### config.mk
export PLATFORM = sky130hd
export DESIGN_NAME = weight_buf_fill
export DESIGN_NICKNAME = d
export VERILOG_FILES = /design/src/rtl/weight_buf_fill_pkg.sv /design/src/rtl/weight_fill_counter.sv /design/src/rtl/weight_buf_fill.sv
export SDC_FILE = /design/constraint.sdc
export NUM_CORES = 1
export LEC_CHECK = 0
export CAP_MARGIN = 40
export CORE_ASPECT_RATIO = 0.9
export CORE_MARGIN = 4
export CORE_UTILIZATION = 43
export DETAILED_ROUTE_END_ITERATION = 12
export PLACE_DENSITY_LB_ADDON = 0.15
export SLEW_MARGIN = 10
export SYNTH_ARGS = -nofsm -noshare
export SYNTH_HDL_FRONTEND = slang
export SYNTH_SLANG_ARGS = --single-unit
### constraint.sdc
create_clock -name clk -period 2 [get_ports clk]
set_input_delay 0.4 -clock clk [delete_from_list [all_inputs] [get_ports clk]]
set_output_delay 0.4 -clock clk [all_outputs]
set_load 0.02 [all_outputs]
### src/rtl/weight_buf_fill_pkg.sv
// Shared types and constants for the weight buffer fill path.
// Default-configuration constants live here; modules derive their own from parameters.
package weight_buf_fill_pkg;
  localparam int WB_TN      = 16;
  localparam int WB_TM      = 16;
  localparam int WB_K       = 3;
  localparam int KK         = WB_K * WB_K;
  localparam int TILE_WORDS = WB_TN * WB_TM * KK;

  typedef enum logic [1:0] {
    IDLE  = 2'd0,
    FILL  = 2'd1,
    FLUSH = 2'd2,
    DONE  = 2'd3
  } state_e;

  // Counter width that stays legal when a dimension collapses to 1.
  function automatic int cw(input int n);
    return (n > 1) ? $clog2(n) : 1;
  endfunction
endpackage

### src/rtl/weight_fill_counter.sv
// Cascaded kk -> tm -> tn pop counter with last-pop flag and running tn*K*K base,
// so the bank address needs only an adder.
module weight_fill_counter
  import weight_buf_fill_pkg::*;
#(
  parameter int AW = 12,
  parameter int Tn = 16,
  parameter int Tm = 16,
  parameter int K  = 3
) (
  input  logic                   clk,
  input  logic                   rst,
  input  logic                   clr,
  input  logic                   en,
  output logic [cw(K*K)-1:0]     kk,
  output logic [cw(Tm)-1:0]      tm,
  output logic [AW-1:0]          base,
  output logic                   last
);
  localparam int KKL = K * K;
  localparam int KKW = cw(KKL);
  localparam int TMW = cw(Tm);
  localparam int TNW = cw(Tn);

  logic [KKW-1:0] kk_q, kk_d;
  logic [TMW-1:0] tm_q, tm_d;
  logic [TNW-1:0] tn_q, tn_d;
  logic [AW-1:0]  base_q, base_d;

  logic kk_wrap, tm_wrap, tn_wrap;
  assign kk_wrap = (kk_q == KKW'(KKL - 1));
  assign tm_wrap = (tm_q == TMW'(Tm - 1));
  assign tn_wrap = (tn_q == TNW'(Tn - 1));

  always_comb begin
    kk_d   = kk_q;
    tm_d   = tm_q;
    tn_d   = tn_q;
    base_d = base_q;
    if (clr) begin
      kk_d   = '0;
      tm_d   = '0;
      tn_d   = '0;
      base_d = '0;
    end else if (en) begin
      if (!kk_wrap) begin
        kk_d = kk_q + 1'b1;
      end else begin
        kk_d = '0;
        if (!tm_wrap) begin
          tm_d = tm_q + 1'b1;
        end else begin
          tm_d   = '0;
          tn_d   = tn_wrap ? '0 : tn_q + 1'b1;
          base_d = tn_wrap ? '0 : base_q + AW'(KKL);
        end
      end
    end
  end

  always_ff @(posedge clk) begin
    if (rst) begin
      kk_q   <= '0;
      tm_q   <= '0;
      tn_q   <= '0;
      base_q <= '0;
    end else begin
      kk_q   <= kk_d;
      tm_q   <= tm_d;
      tn_q   <= tn_d;
      base_q <= base_d;
    end
  end

  assign kk   = kk_q;
  assign tm   = tm_q;
  assign base = base_q;
  assign last = kk_wrap && tm_wrap && tn_wrap;
endmodule

### src/rtl/weight_buf_fill.sv
// Pops one Tn x Tm x K x K weight tile from the load FIFO and scatters it into Tm banks.
// Optional WEIGHT_BUF_FILL_CHECKSUM_EN adds fill_csum, the running sum of written words.
module weight_buf_fill
  import weight_buf_fill_pkg::*;
#(
  parameter int AW = 12,
  parameter int DW = 32,
  parameter int Tn = WB_TN,
  parameter int Tm = WB_TM,
  parameter int K  = WB_K
) (
  input  logic          clk,
  input  logic          rst,
  input  logic          fill_start,
  output logic          fill_done,
  input  logic          fifo_empty,
  output logic          fifo_rd,
  input  logic [DW-1:0] fifo_rdata,
  output logic [Tm-1:0] wr_ena,
  output logic [AW-1:0] wr_addr,
  output logic [DW-1:0] wr_data,
  output logic          busy
`ifdef WEIGHT_BUF_FILL_CHECKSUM_EN
  , output logic [DW-1:0] fill_csum
`endif
);
  localparam int TMW = cw(Tm);

  state_e            state_q, state_d;
  logic              start_acc;
  logic [cw(K*K)-1:0] kk;
  logic [TMW-1:0]    tm;
  logic [AW-1:0]     base;
  logic              last;

  // Stage 1 holds the pop tag while the FIFO presents its data.
  logic              p1_vld_q, p1_vld_d;
  logic [TMW-1:0]    p1_tm_q, p1_tm_d;
  logic [AW-1:0]     p1_addr_q, p1_addr_d;
  logic [Tm-1:0]     wr_ena_q, wr_ena_d;
  logic [AW-1:0]     wr_addr_q, wr_addr_d;
  logic [DW-1:0]     wr_data_q, wr_data_d;

  assign start_acc = (state_q == IDLE) && fill_start;
  assign fifo_rd   = (state_q == FILL) && !fifo_empty;

  weight_fill_counter #(.AW(AW), .Tn(Tn), .Tm(Tm), .K(K)) u_cnt (
    .clk  (clk),
    .rst  (rst),
    .clr  (start_acc),
    .en   (fifo_rd),
    .kk   (kk),
    .tm   (tm),
    .base (base),
    .last (last)
  );

  always_comb begin
    state_d = state_q;
    case (state_q)
      IDLE:  if (fill_start) state_d = FILL;
      FILL:  if (fifo_rd && last) state_d = FLUSH;
      // Stage 1 empty means the final word is on the write port this cycle.
      FLUSH: if (!p1_vld_q) state_d = DONE;
      DONE:  state_d = IDLE;
      default: state_d = IDLE;
    endcase
  end

  always_comb begin
    p1_vld_d  = fifo_rd;
    p1_tm_d   = tm;
    p1_addr_d = base + AW'(kk);
    wr_ena_d  = p1_vld_q ? (Tm'(1) << p1_tm_q) : '0;
    wr_addr_d = p1_addr_q;
    wr_data_d = fifo_rdata;
  end

  always_ff @(posedge clk) begin
    if (rst) begin
      state_q   <= IDLE;
      p1_vld_q  <= 1'b0;
      p1_tm_q   <= '0;
      p1_addr_q <= '0;
      wr_ena_q  <= '0;
      wr_addr_q <= '0;
      wr_data_q <= '0;
    end else begin
      state_q   <= state_d;
      p1_vld_q  <= p1_vld_d;
      p1_tm_q   <= p1_tm_d;
      p1_addr_q <= p1_addr_d;
      wr_ena_q  <= wr_ena_d;
      wr_addr_q <= wr_addr_d;
      wr_data_q <= wr_data_d;
    end
  end

`ifdef WEIGHT_BUF_FILL_CHECKSUM_EN
  logic [DW-1:0] csum_q, csum_d;

  always_comb begin
    csum_d = csum_q;
    if (start_acc)      csum_d = '0;
    else if (|wr_ena_q) csum_d = csum_q + wr_data_q;
  end

  always_ff @(posedge clk) begin
    if (rst) csum_q <= '0;
    else     csum_q <= csum_d;
  end

  assign fill_csum = csum_q;
`endif

  assign wr_ena    = wr_ena_q;
  assign wr_addr   = wr_addr_q;
  assign wr_data   = wr_data_q;
  assign fill_done = (state_q == DONE);
  assign busy      = (state_q != IDLE);
endmodule
==> qor.log <==
qor: logic_synthesis.synth.cell_area 3650 sq um
qor: timing.endpoints_failing_hold 0
qor: placed_design.hpwl 5740 um
qor: clock_network.cts_made_buffers 9
qor: logic_synthesis.synth_cells 358
qor: setup_path.r2r_start state_q[0]
qor: detailed_routing.viasPerCell 4.78
qor: global_routing.grt_use_total 15.9%
qor: placed_design.detailed_place.area 4850 sq um
qor: timing.grt_setup_unrepaired false
qor: setup_path.critical_path_arrival 2.20 ns
qor: clock_network.cts.repair_timing.setup_buffer_count 0
qor: logic_synthesis.seq_total_area_yosys 56.4%
qor: setup_path.timing.critical_path.from_type flop
qor: clock_network.cts.reportedPaths.clkPinSlew 0.10 ns
qor: timing.slew_violations 0
qor: placed_design.port_buffers 98
qor: placed_design.finalWeightedCongestion 0.791
qor: logic_synthesis.distinct_cells_synth 41
qor: die.start_util 44.9%
qor: timing.timing.final.ws_setup 0.0934 ns
qor: die.placeable_area 8150 sq um
qor: detailed_routing.total_number_of_vias 2764
qor: run.maxCapViolCount 0
qor: clock_network.tritoncts yes
qor: logic_synthesis.syn_nets 408
qor: timing.fin_crit 1.91 ns
qor: die.fp.dieH 95.4 um
qor: hold_path.worstHoldStart rst
qor: placed_design.dpl_worst_slack -0.174 ns
qor: logic_synthesis.syn_area_per_cell 10.2 sq um
qor: setup_path.r2r-end u_cnt.base[11]
qor: pwr.cellLeakagePower 1.97 nW
qor: pwr.irDropWorstVdd 486 uV
qor: clock_network.clock_latency 0.36 ns
qor: detailed_routing.route.antenna.remaining_nets 0
qor: clock_network.numClockSinks 103
qor: clock_network.max-clock-path-buffers 2
qor: global_routing.grt_pass1_vias 2693
qor: timing.relative_slew_margins 71.1%
qor: setup_path.critPathKind reg2reg
qor: detailed_routing.number_of_detailed_route_iterations_in_the_first_pass 6
qor: placed_design.number_of_placed_instances_with_taps_included 562
qor: die.floorplan.io_pins 99
qor: detailed_routing.route.detailed.wl_per_inst 13.1 um
qor: timing.transition_at_the_pin_with_the_smallest_max_transition_slack 0.428 ns
qor: detailed_routing.drc 0
qor: setup_path.worst-r2r-cell-count 5
qor: timing.setup_viol_count_final 0
qor: setup_path.timing.critical_path.required 2.29 ns
qor: cells_and_area.layout.filler_cells 697
qor: timing.clock_skew 0.00860 ns
qor: cells_and_area.finalCoreUtilization 61.8%
qor: setup_path.worst_setup_end_kind flop
qor: global_routing.grt_start_max_net_pins 47
qor: die.dieArea 10000 sq um
qor: clock_network.h_tree_levels 3
qor: global_routing.residual_overflow_from_global_routing 0
qor: hold_path.min_to wr_data[3]
qor: timing.fin_crit_sh 95.3%
qor: timing.maxClockFrequency 0.525 GHz
qor: global_routing.grt_pass1_wl 12800 um
qor: clock_network.ctsRootBufferMaster clkbuf_8
qor: setup_path.critPathMaxFanout 4
qor: cells_and_area.final_layout_size_suffix_gt1_share 10.4%
qor: logic_synthesis.yosys_warnings 0
qor: detailed_routing.dr.first_iter.drc_count 96
qor: global_routing.grt_antenna_before_repair 0
qor: status.outcome finished, final reports clean
qor: setup_path.timing.reg2reg.setup_slack 0.09 ns
qor: die.die_width 105 um
qor: cells_and_area.nets 524
qor: cells_and_area.stdcell_area 5030 sq um
qor: hold_path.worst_hold_path_class in2reg
qor: die.num_rows 31
qor: cells_and_area.final_cell_count_no_fill 578
qor: logic_synthesis.ys_ff_latch 103
qor: cells_and_area.areaGrowthSynthToFinish 37.8%
qor: detailed_routing.drt-total-wl 7550 um
qor: pwr.power_density_of_the_placed_cells 792 nW/um^2
qor: cells_and_area.insertedDiodeCount 0
qor: hold_path.whs_path_depth 2
==> metrics by stage <==
step                TNS [ns]  power (mW)  hold WS (ns)
global route               0        4.22         0.357
detailed placement     -1.22        2.87         0.423
global placement      -0.537        2.85         0.419
finish                     0        3.99         0.370
CTS                        0        4.04         0.361
floorplan                  0        2.55         0.414
==> repair_timing <==
action                     CTS  global route
hold endpoints to repair     0             0
setup endpoints to repair    3            10
resized for setup            4             7
hold buffers                 0             0
==> layer usage <==
layer  vias up  GRT usage (%)  share of wire, %
li1       1431              -                 -
met1      1245           21.0                50
met2        81           25.3                43
met3         7           5.01               5.8
met4         0           4.26              0.97
met5         -              0                 0
==> flip-flops by register name, summed over array words and instances (netlist names) <==
name / flops
u_cnt.tm: 4
p1_tm_q: 4
p1_addr_q: 12
u_cnt.base: 12
wr_addr: 12
p1_vld_q: 1
u_cnt.tn_q: 4
wr_ena: 16
state_q: 2
wr_data: 32
u_cnt.kk: 4
==> how the worst max path moves through the flow <==
| stage | start | endpoint | slack (ns) | cells after the start |
|---|---|---|---|---|
| floorplan | u_cnt.kk[1] | u_cnt.base[0] | 0.1 | 8 |
| global placement | fifo_empty | fifo_rd | -0.14 | 4 |
| detailed placement | fifo_empty | fifo_rd | -0.17 | 4 |
| CTS | state_q[0] | fifo_rd | 0.003 | 3 |
| global route | u_cnt.kk[0] | p1_addr_q[8] | 0.01 | 7 |
| finish | state_q[0] | u_cnt.base[11] | 0.09 | 5 |
==> kinds of logic (layout without fill, tap and decap cells) <==
family          after synthesis  after routing  synth area share [%]
simple gates                152            152                  23.8
buf+inv                      26            147                  2.91
fa+ha+maj                    14             14                  5.00
flops                       103            103                  56.4
compound gates               46             46                  7.74
xor+xnor                     16             16                  3.84
mux                           1              1                 0.274
==> area by class of cell <==
class	count	area [sq um]	area share (%)
Sequential cell	103	2060	41.0
Multi-Input combinational cell	229	1500	29.7
Timing Repair Buffer	119	1130	22.4
Clock buffer	9	124	2.46
Tap cell	99	124	2.46
Clock inverter	7	53.8	1.07
Inverter	12	45.0	0.895
==> cells in the final DEF, fill, tap and decap left out, types with 2 or more instances in the layout <==
cell	Yosys	routed
dfxtp_1	103	102
clkdlybuf4s50_1	0	94
nor2b_1	53	53
nor2_1	35	35
buf_4	1	21
a21oi_1	18	17
inv_1	12	12
nand2_1	11	11
or3_1	11	11
ha_1	13	10
xor2_1	9	9
clkbuf_8	0	9
nand3_1	8	8
o21ai_0	8	8
nor3_1	8	8
xnor2_1	7	7
nand4_1	6	6
o31ai_1	4	4
or4_1	4	4
nand2b_1	4	4
a211oi_1	4	4
inv_6	0	4
o21a_1	3	3
ha_2	0	3
nand2_2	2	2
nand4b_4	2	2
and3_1	2	2
nor4_1	2	2
o211ai_1	2	2
clkinv_2	0	2
==> report_power, final <==
part           internal (mW)  switching (mW)  leakage, nW
Sequential              2.12          0.0283        0.839
Clock                  0.468           0.709       0.0948
Combinational          0.308           0.357         1.03
==> critical path, stage by stage, from the launching register on <==
cell	delay (ns)
dfxtp_1	0.38
ha_2	0.27
nand4b_4	0.13
or3_4	0.40
or4_1	0.51
a21oi_1	0.15
==> cells in the mapped netlist (all sizes together) <==
cell    instances  area (sq um)
a211o           1          8.76
a211oi          4          30.0
a21o            1          7.51
a21oi          18          90.1
a31oi           1          6.26
a41oi           1          8.76
and3            2          12.5
buf             6          31.3
clkbuf          8          30.0
dfxtp         103          2060
fa              1          20.0
ha             13           163
inv            12          45.0
mux2i           1          10.0
nand2          13          53.8
nand2b          4          25.0
nand3           8          40.0
nand4           6          37.5
nand4b          2          47.6
nor2           35           131
nor2b          53           332
nor3            8          40.0
nor4            2          12.5
nor4b           1          8.76
nor4bb          1          10.0
o211ai          2          15.0
o21a            3          22.5
o21ai           9          45.0
o311a           1          10.0
o31ai           4          30.0
o41ai           1          8.76
or3            12          80.1
or3b            1          8.76
or4             4          30.0
xnor2           7          61.3
xor2            9          78.8
No activity file was read; power rests on OpenSTA's default activity.
